## src/rtl/dataflow_ctrl_if.sv

```systemverilog
// Command handshake between a command source and the dataflow sequencer.
// The master supplies one command; the slave raises cmd_ready when it can take it.
interface dataflow_ctrl_if #(
    parameter int IMM_W = 12
);
    logic             cmd_valid;
    logic             cmd_ready;
    logic [1:0]       cmd_op;
    logic [4:0]       cmd_rd;
    logic [4:0]       cmd_ra;
    logic [4:0]       cmd_rb;
    logic [IMM_W-1:0] cmd_imm;

    modport master (
        output cmd_valid, cmd_op, cmd_rd, cmd_ra, cmd_rb, cmd_imm,
        input  cmd_ready
    );

    modport slave (
        input  cmd_valid, cmd_op, cmd_rd, cmd_ra, cmd_rb, cmd_imm,
        output cmd_ready
    );
endinterface

```

## src/rtl/dataflow_ctrl.sv

```systemverilog
// Sequencer for the 64-bit register-file/adder/memory dataflow: takes one
// ADD/SUB/LOAD/STORE command and walks it through RD, EX, MEM, WB and FIM.
module dataflow_ctrl #(
    parameter int DATA_W = 64,
    parameter int IMM_W  = 12,
    parameter int CNT_W  = 16
) (
    input  logic              clk,
    input  logic              rst_n,
    dataflow_ctrl_if.slave    cmd,
    output logic [4:0]        Ra,
    output logic [4:0]        Rb,
    output logic [4:0]        Rw,
    output logic              reg_we,
    output logic              mem_we,
    output logic              sinal,
    output logic              sinal_mux1,
    output logic              sinal_mux2,
    output logic [DATA_W-1:0] C,
    output logic              busy,
    output logic              done,
    output logic [CNT_W-1:0]  instr_count
);

    typedef enum logic [2:0] {
        S_IDLE, S_RD, S_EX, S_MEM, S_WB, S_FIM
    } state_t;

    typedef enum logic [1:0] {
        OP_ADD, OP_SUB, OP_LOAD, OP_STORE
    } op_t;

    state_t           r_state;
    state_t           w_next;
    op_t              r_op;
    logic [4:0]       r_rd;
    logic [4:0]       r_ra;
    logic [4:0]       r_rb;
    logic [IMM_W-1:0] r_imm;
    logic [CNT_W-1:0] r_count;
    logic             w_ready;
    logic             w_busy;
    logic             w_mem_op;

    always_ff @(posedge clk or negedge rst_n) begin
        if (!rst_n) begin
            r_state <= S_IDLE;
            r_op    <= OP_ADD;
            r_rd    <= '0;
            r_ra    <= '0;
            r_rb    <= '0;
            r_imm   <= '0;
            r_count <= '0;
        end else begin
            r_state <= w_next;
            if (r_state == S_IDLE && cmd.cmd_valid) begin
                r_op  <= op_t'(cmd.cmd_op);
                r_rd  <= cmd.cmd_rd;
                r_ra  <= cmd.cmd_ra;
                r_rb  <= cmd.cmd_rb;
                r_imm <= cmd.cmd_imm;
            end
            if (r_state == S_FIM)
                r_count <= r_count + 1'b1;
        end
    end

    // LOAD and STORE share the memory path: address = Ra + C.
    assign w_mem_op = (r_op == OP_LOAD) || (r_op == OP_STORE);

    always_comb begin
        w_next     = r_state;
        w_ready    = 1'b0;
        reg_we     = 1'b0;
        mem_we     = 1'b0;
        sinal_mux2 = 1'b0;
        done       = 1'b0;
        unique case (r_state)
            S_IDLE: begin
                w_ready = 1'b1;
                if (cmd.cmd_valid)
                    w_next = S_RD;
            end
            S_RD:  w_next = S_EX;
            S_EX:  w_next = w_mem_op ? S_MEM : S_WB;
            S_MEM: begin
                if (r_op == OP_STORE) begin
                    mem_we = 1'b1;
                    w_next = S_FIM;
                end else begin
                    w_next = S_WB;
                end
            end
            S_WB: begin
                reg_we     = 1'b1;
                sinal_mux2 = !w_mem_op;
                w_next     = S_FIM;
            end
            S_FIM: begin
                done   = 1'b1;
                w_next = S_IDLE;
            end
            default: w_next = S_IDLE;
        endcase
    end

    // Operand selects stay put for the whole command so the adder output
    // is settled in whichever cycle samples it.
    assign w_busy     = (r_state != S_IDLE);
    assign busy       = w_busy;
    assign sinal      = w_busy && (r_op == OP_SUB);
    assign sinal_mux1 = w_busy && !w_mem_op;
    assign Ra         = r_ra;
    assign Rb         = r_rb;
    assign Rw         = r_rd;
    assign C          = {{(DATA_W-IMM_W){r_imm[IMM_W-1]}}, r_imm};
    assign instr_count = r_count;
    assign cmd.cmd_ready = w_ready;

endmodule

```

## src/flat_wrapper.sv

```systemverilog
// flat-port wrapper written by rule: the top's interface ports become plain ports
module dataflow_ctrl_flat 
#(
    parameter int DATA_W = 64,
    parameter int IMM_W  = 12,
    parameter int CNT_W  = 16
)
  (clk, rst_n, Ra, Rb, Rw, reg_we, mem_we, sinal, sinal_mux1, sinal_mux2, C, busy, done, instr_count, cmd_cmd_valid, cmd_cmd_op, cmd_cmd_rd, cmd_cmd_ra, cmd_cmd_rb, cmd_cmd_imm, cmd_cmd_ready);
  dataflow_ctrl_if #(.IMM_W(IMM_W)) cmd_i ();
  input  logic clk;
  input  logic rst_n;
  output logic [4:0] Ra;
  output logic [4:0] Rb;
  output logic [4:0] Rw;
  output logic reg_we;
  output logic mem_we;
  output logic sinal;
  output logic sinal_mux1;
  output logic sinal_mux2;
  output logic [DATA_W-1:0] C;
  output logic busy;
  output logic done;
  output logic [CNT_W-1:0] instr_count;
  input wire logic [$bits(cmd_i.cmd_valid)-1:0] cmd_cmd_valid;
  input wire logic [$bits(cmd_i.cmd_op)-1:0] cmd_cmd_op;
  input wire logic [$bits(cmd_i.cmd_rd)-1:0] cmd_cmd_rd;
  input wire logic [$bits(cmd_i.cmd_ra)-1:0] cmd_cmd_ra;
  input wire logic [$bits(cmd_i.cmd_rb)-1:0] cmd_cmd_rb;
  input wire logic [$bits(cmd_i.cmd_imm)-1:0] cmd_cmd_imm;
  output wire logic [$bits(cmd_i.cmd_ready)-1:0] cmd_cmd_ready;
  assign cmd_i.cmd_valid = cmd_cmd_valid;
  assign cmd_i.cmd_op = cmd_cmd_op;
  assign cmd_i.cmd_rd = cmd_cmd_rd;
  assign cmd_i.cmd_ra = cmd_cmd_ra;
  assign cmd_i.cmd_rb = cmd_cmd_rb;
  assign cmd_i.cmd_imm = cmd_cmd_imm;
  assign cmd_cmd_ready = cmd_i.cmd_ready;
  dataflow_ctrl #(.DATA_W(DATA_W), .IMM_W(IMM_W), .CNT_W(CNT_W)) u_core (.clk(clk), .rst_n(rst_n), .cmd(cmd_i), .Ra(Ra), .Rb(Rb), .Rw(Rw), .reg_we(reg_we), .mem_we(mem_we), .sinal(sinal), .sinal_mux1(sinal_mux1), .sinal_mux2(sinal_mux2), .C(C), .busy(busy), .done(done), .instr_count(instr_count));
endmodule
```

## config.mk

```make
export PLATFORM = sky130hd
export DESIGN_NAME = dataflow_ctrl_flat
export DESIGN_NICKNAME = d
export VERILOG_FILES = /design/src/rtl/dataflow_ctrl_if.sv /design/src/rtl/dataflow_ctrl.sv /design/src/flat_wrapper.sv
export SDC_FILE = /design/constraint.sdc
export NUM_CORES = 1
export LEC_CHECK = 0
export ABC_AREA = 1
export CAP_MARGIN = 10
export CORE_MARGIN = 8
export CORE_UTILIZATION = 42
export DETAILED_ROUTE_END_ITERATION = 8
export PLACE_DENSITY = 0.86
export SYNTH_ARGS = -nofsm -noshare
export SYNTH_HDL_FRONTEND = slang
export SYNTH_SLANG_ARGS = --single-unit
export TNS_END_PERCENT = 50
```

## constraint.sdc

```tcl
create_clock -name clk -period 3.3 [get_ports clk]
set_input_delay 0.66 -clock clk [delete_from_list [all_inputs] [get_ports clk]]
set_output_delay 0.66 -clock clk [all_outputs]
set_load 0.03 [all_outputs]
```

=== Word level (Yosys, flattened, before mapping) ===
Index checks and enable logic that the tools add are counted.

* Add/subtract/negate cells: 1
* Equality and inequality tests: 9
* Muxes and demuxes: 10
* Reductions and logical operators: 7

{| class="wikitable"
|+ Operators with widths
! cell !! count
|-
| 16-bit by 1-bit adder with 16-bit output, second input constant || 1
|-
| 3-bit case mux with 5 select lines || 1
|-
| 1-bit 2-to-1 mux || 7
|-
| 3-bit by 2-bit == test with 1-bit output, second input constant || 2
|-
| 3-bit == test, second input constant || 2
|-
| 3-bit 2-to-1 mux || 2
|-
| 2-bit == test, second input constant || 2
|-
| 3-bit by 1-bit == test with 1-bit output, second input constant || 1
|-
| 1-bit logical AND || 3
|-
| 3-bit zero test || 1
|-
| 3-bit nonzero test || 1
|-
| 2-bit by 1-bit == test with 1-bit output, second input constant || 1
|-
| 2-bit inequality test, second input constant || 1
|-
| 1-bit zero test || 1
|-
| 1-bit logical OR || 1
|}

* Bits in registers: 48
* Bits of input ports: 32
* Output and inout bits: 103
* Word-level logic and storage cells: 34

=== Depth between registers and ports, before layout ===
* Depth after elaboration: 4
* Depth in mapped cells: 8
* Mapped depth without buffers: 8

=== Least setup slack after synthesis ===
No wires, ideal clock.

* Kind: register -> output
* From: register u_core.r_imm[11]
* To: output port C[12]
* Arrival time: 1591 ps
* Required time: 2640 ps
* Setup slack: 1049 ps
* Cell stages (with the launch flop): 2
* Path buffers: 1
* Cells stage by stage: dfrtp_1 > buf_4

{| class="wikitable"
|+ RTL lines
! element !! RTL line !! text
|-
| from (decl) || dataflow_ctrl.sv:39 || <nowiki>logic [IMM_W-1:0] r_imm;</nowiki>
|-
| from (signal assigned) || dataflow_ctrl.sv:61 || <nowiki>r_imm <= cmd.cmd_imm;</nowiki>
|-
| to (decl) || flat_wrapper.sv:20 || <nowiki>output logic [DATA_W-1:0] C;</nowiki>
|}

No word-level cell between the ends.

=== Final worst setup path ===
* From: register u_core.r_state[0]
* To: output port cmd_cmd_ready

* Longest elaborated chain between the ends: 2

{| class="wikitable"
|+ RTL lines
! element !! RTL line !! text
|-
| from (decl) || dataflow_ctrl.sv:33 || <nowiki>state_t r_state;</nowiki>
|-
| from (signal assigned) || dataflow_ctrl.sv:55 || <nowiki>r_state <= w_next;</nowiki>
|-
| 3-bit zero test || dataflow_ctrl.sv:78 || <nowiki>unique case (r_state)</nowiki>
|-
| 1-bit 2-to-1 mux || dataflow_ctrl.sv:78 ||
|-
| to (decl) || flat_wrapper.sv:30 || <nowiki>output wire logic [$bits(cmd_i.cmd_ready)-1:0] cmd_cmd_ready;</nowiki>
|}

Every way passes these cells.

==> key figures <==
STA
  – Final hold vios: 0
  – Crit path time final: 2600 ps
  – RSZ-0062 raised after global routing: false
  – Final setup fails: 0
  – Max Slew Vio Count: 0
  – Final period utilization: between 70 and 80%
  – Slew headroom: between 20% and 30%
  – Slew @ Worst Pin: 1070 ps
  – Total negative setup slack: 0 ps
  – Worst Clk Skew: roughly 9 ps
  – Fmax: around 380 MHz

Place
  – Area post-placement: roughly 3500 um^2
  – Port Buffers: 134
  – Post-DP HPWL: 4.99 mm
  – Placed cells: between 400 and 500
  – Placer Congestion: 0.746

Route
  – Routed wire length: between 6 and 7 mm
  – Antenna violation net count after detailed routing: 0
  – Vias per cell: between 4 and 5
  – Post-route DRC violation count: 0
  – Via count: around 2000
  – DRT iter0 DRCs: 42
  – Detailed Routing Iterations Pass 1: 4
  – Routed wire per std cell: approximately 14 um

Power
  – Overall power after layout: between 3 and 4 mW
  – Pwr dens: between 1000 and 1500 nW/um^2
  – VDD IR-drop max: a little under 800 uV
  – Lkg Pwr: between 1.5 and 2 nW

CTS
  – CTS resizes: 0
  – H-tree depth: 2
  – TritonCTS clock tree: yes
  – CTS buffer count: 5
  – Hold Buf Count CTS: 0
  – Skew-Pair Late Insertion Delay: roughly 310 ps
  – Root Driver: clkbuf_8
  – Clock buffer depth: 2
  – CTS clk-pin slew, worst paths: ~90 ps
  – CTS Sinks: 48
  – Setup Fix Bufs, Post-CTS: 0

Floorplan
  – Core ar.: 5820 um^2
  – DIE HEIGHT: slightly above 90 um
  – Num rows: 28
  – Num ports: 135
  – Die area: 8620 um^2
  – Starting density of the core: between 40% and 50%
  – DIE WIDTH: roughly 93 um

Hold path
  – Hold Crit Depth: 2
  – Tightest Hold Check Type: register to register

Final layout
  – Cell Count, Final, Fillers Out: 449
  – Area Growth Syn to Fin: 45.8%
  – Final core occ: slightly above 60%
  – Antenna Cells: 0
  – Post-layout nets: a little over 400
  – Share of cells above drive strength 1: under 10%
  – Post-route cell area: 3620 um^2

Synth
  – Syn Area/Cell: between 8 and 9 um^2
  – Register area share after synthesis: between 40 and 50%
  – Cell count after synthesis: 290
  – Mapped Area: approximately 2500 um^2
  – Synthesized flop and latch total: between 40 and 50
  – YS warnings: 0
  – Count of cell types in the netlist: 22
  – Net Count, Synth: 323

Setup path
  – FF-to-FF path depth: 7
  – Critical Path RT: about 2600 ps
  – Highest net fanout along the worst path: 5
  – Critical path type: register to primary output
  – Reg2reg setup slack: 1020 ps
  – CP arrival: 1940 ps
  – Worst setup EP type: primary output
  – CP startpoint kind: register

Global routing
  – Initial antenna violation count: 0
  – All-Layer GR Usage: approximately 15%
  – Total grt overflow: 0
  – First-pass GRT wire length: between 10 and 15 mm
  – Vias in the first global route: ~2100
  – Largest net degree at the start of global routing: 55

Job
  – Max-cap violations: 0

Outcome
  – Status: finished, final reports clean
per-layer routing:
metal / track usage, % / up-vias / part of all wire, %
li1: - / 1018 / -
met1: 15.7 / 915 / 37
met2: 24.6 / 83 / 48
met3: 8.74 / 10 / 13
met4: 5.10 / 0 / 1.2
met5: 0 / - / 0
area by class of cell:
cell class                 count  area, um^2
clock buffer                   5        68.8
clock inverter                 3        46.3
fill                         506        2200
inverter                      16        60.1
multi-input combinational    165         788
sequential                    48        1200
tap                           75        93.8
timing repair buffer         137        1360
power breakdown:
part / internal [mW] / leakage (nW) / switching [mW]
Combinational: 0.993 / 0.995 / 1.62
Clock: 0.229 / 0.0548 / 0.214
Sequential: 0.791 / 0.617 / 0.144
Total: 2.01 / 1.67 / 1.98
path summary, 6_finish.rpt:
| check | startpoint | end |
|---|---|---|
| max in group asynchronous | rst_n | u_core.instr_count[1] |
| worst max-delay path | u_core.r_state[0] | cmd_cmd_ready |
| worst min register to register | u_core.Rw[3] | u_core.Rw[3] |
| min in group asynchronous | rst_n | u_core.Rb[3] |
| worst min-delay path | u_core.Rw[3] | u_core.Rw[3] |
| worst max register to register | u_core.r_state[0] | u_core.r_op[1] |
flip-flops by register name (all words and copies together), names as in the netlist:
| name | flops |
|---|---|
| u_core.Ra | 5 |
| u_core.r_state | 3 |
| u_core.r_imm | 12 |
| u_core.Rw | 5 |
| u_core.r_op | 2 |
| u_core.Rb | 5 |
| u_core.instr_count | 16 |
critical path, cell delays in order, from the launching register on:
cell and delay (ps):
dfrtp_1 450, nor2_1 160, inv_1 80, nor2_2 190, clkdlybuf4s50_1 750
cell usage after synthesis (all sizes together):
cell	n	area [um^2]
nand2	84	318
buf	58	420
dfrtp	48	1200
nand3	33	178
nor2	24	115
inv	16	60.1
xnor2	6	52.6
xor2	5	43.8
a21oi	3	15.0
clkbuf	3	11.3
nand4	3	18.8
nor3	2	10.0
o21ai	2	10.0
ha	1	12.5
nand3b	1	7.51
o31ai	1	7.51
through the flow:
stage	hold slack (ps)	setup slack, ps
after floorplan	364	1050
after global placement	454	822
after detailed placement	457	806
after CTS	481	672
after global routing	507	591
final	477	698
cells by family (layout without fill, tap and decap cells):
group,Yosys count,in the layout,share of synthesized area [%]
simple gates,147,147,26.1
flops,48,48,48.4
buf+inv,77,161,19.8
compound gates,6,6,1.31
fa+ha+maj,1,1,0.504
xor+xnor,11,11,3.88
cell usage in the layout (no fill, tap or decap), drive strengths merged:
cell           Yosys  layout
clkdlybuf4s50      0     133
nand2             84      84
dfrtp             48      48
nand3             33      33
nor2              24      24
inv               16      17
xnor2              6       6
xor2               5       5
clkbuf             3       5
buf               58       4
nand4              3       3
a21oi              3       3
nor3               2       2
o21ai              2       2
o31ai              1       1
nand3b             1       1
ha                 1       1
bufinv             0       1
clkinvlp           0       1
No activity file was read; power rests on OpenSTA's default activity.
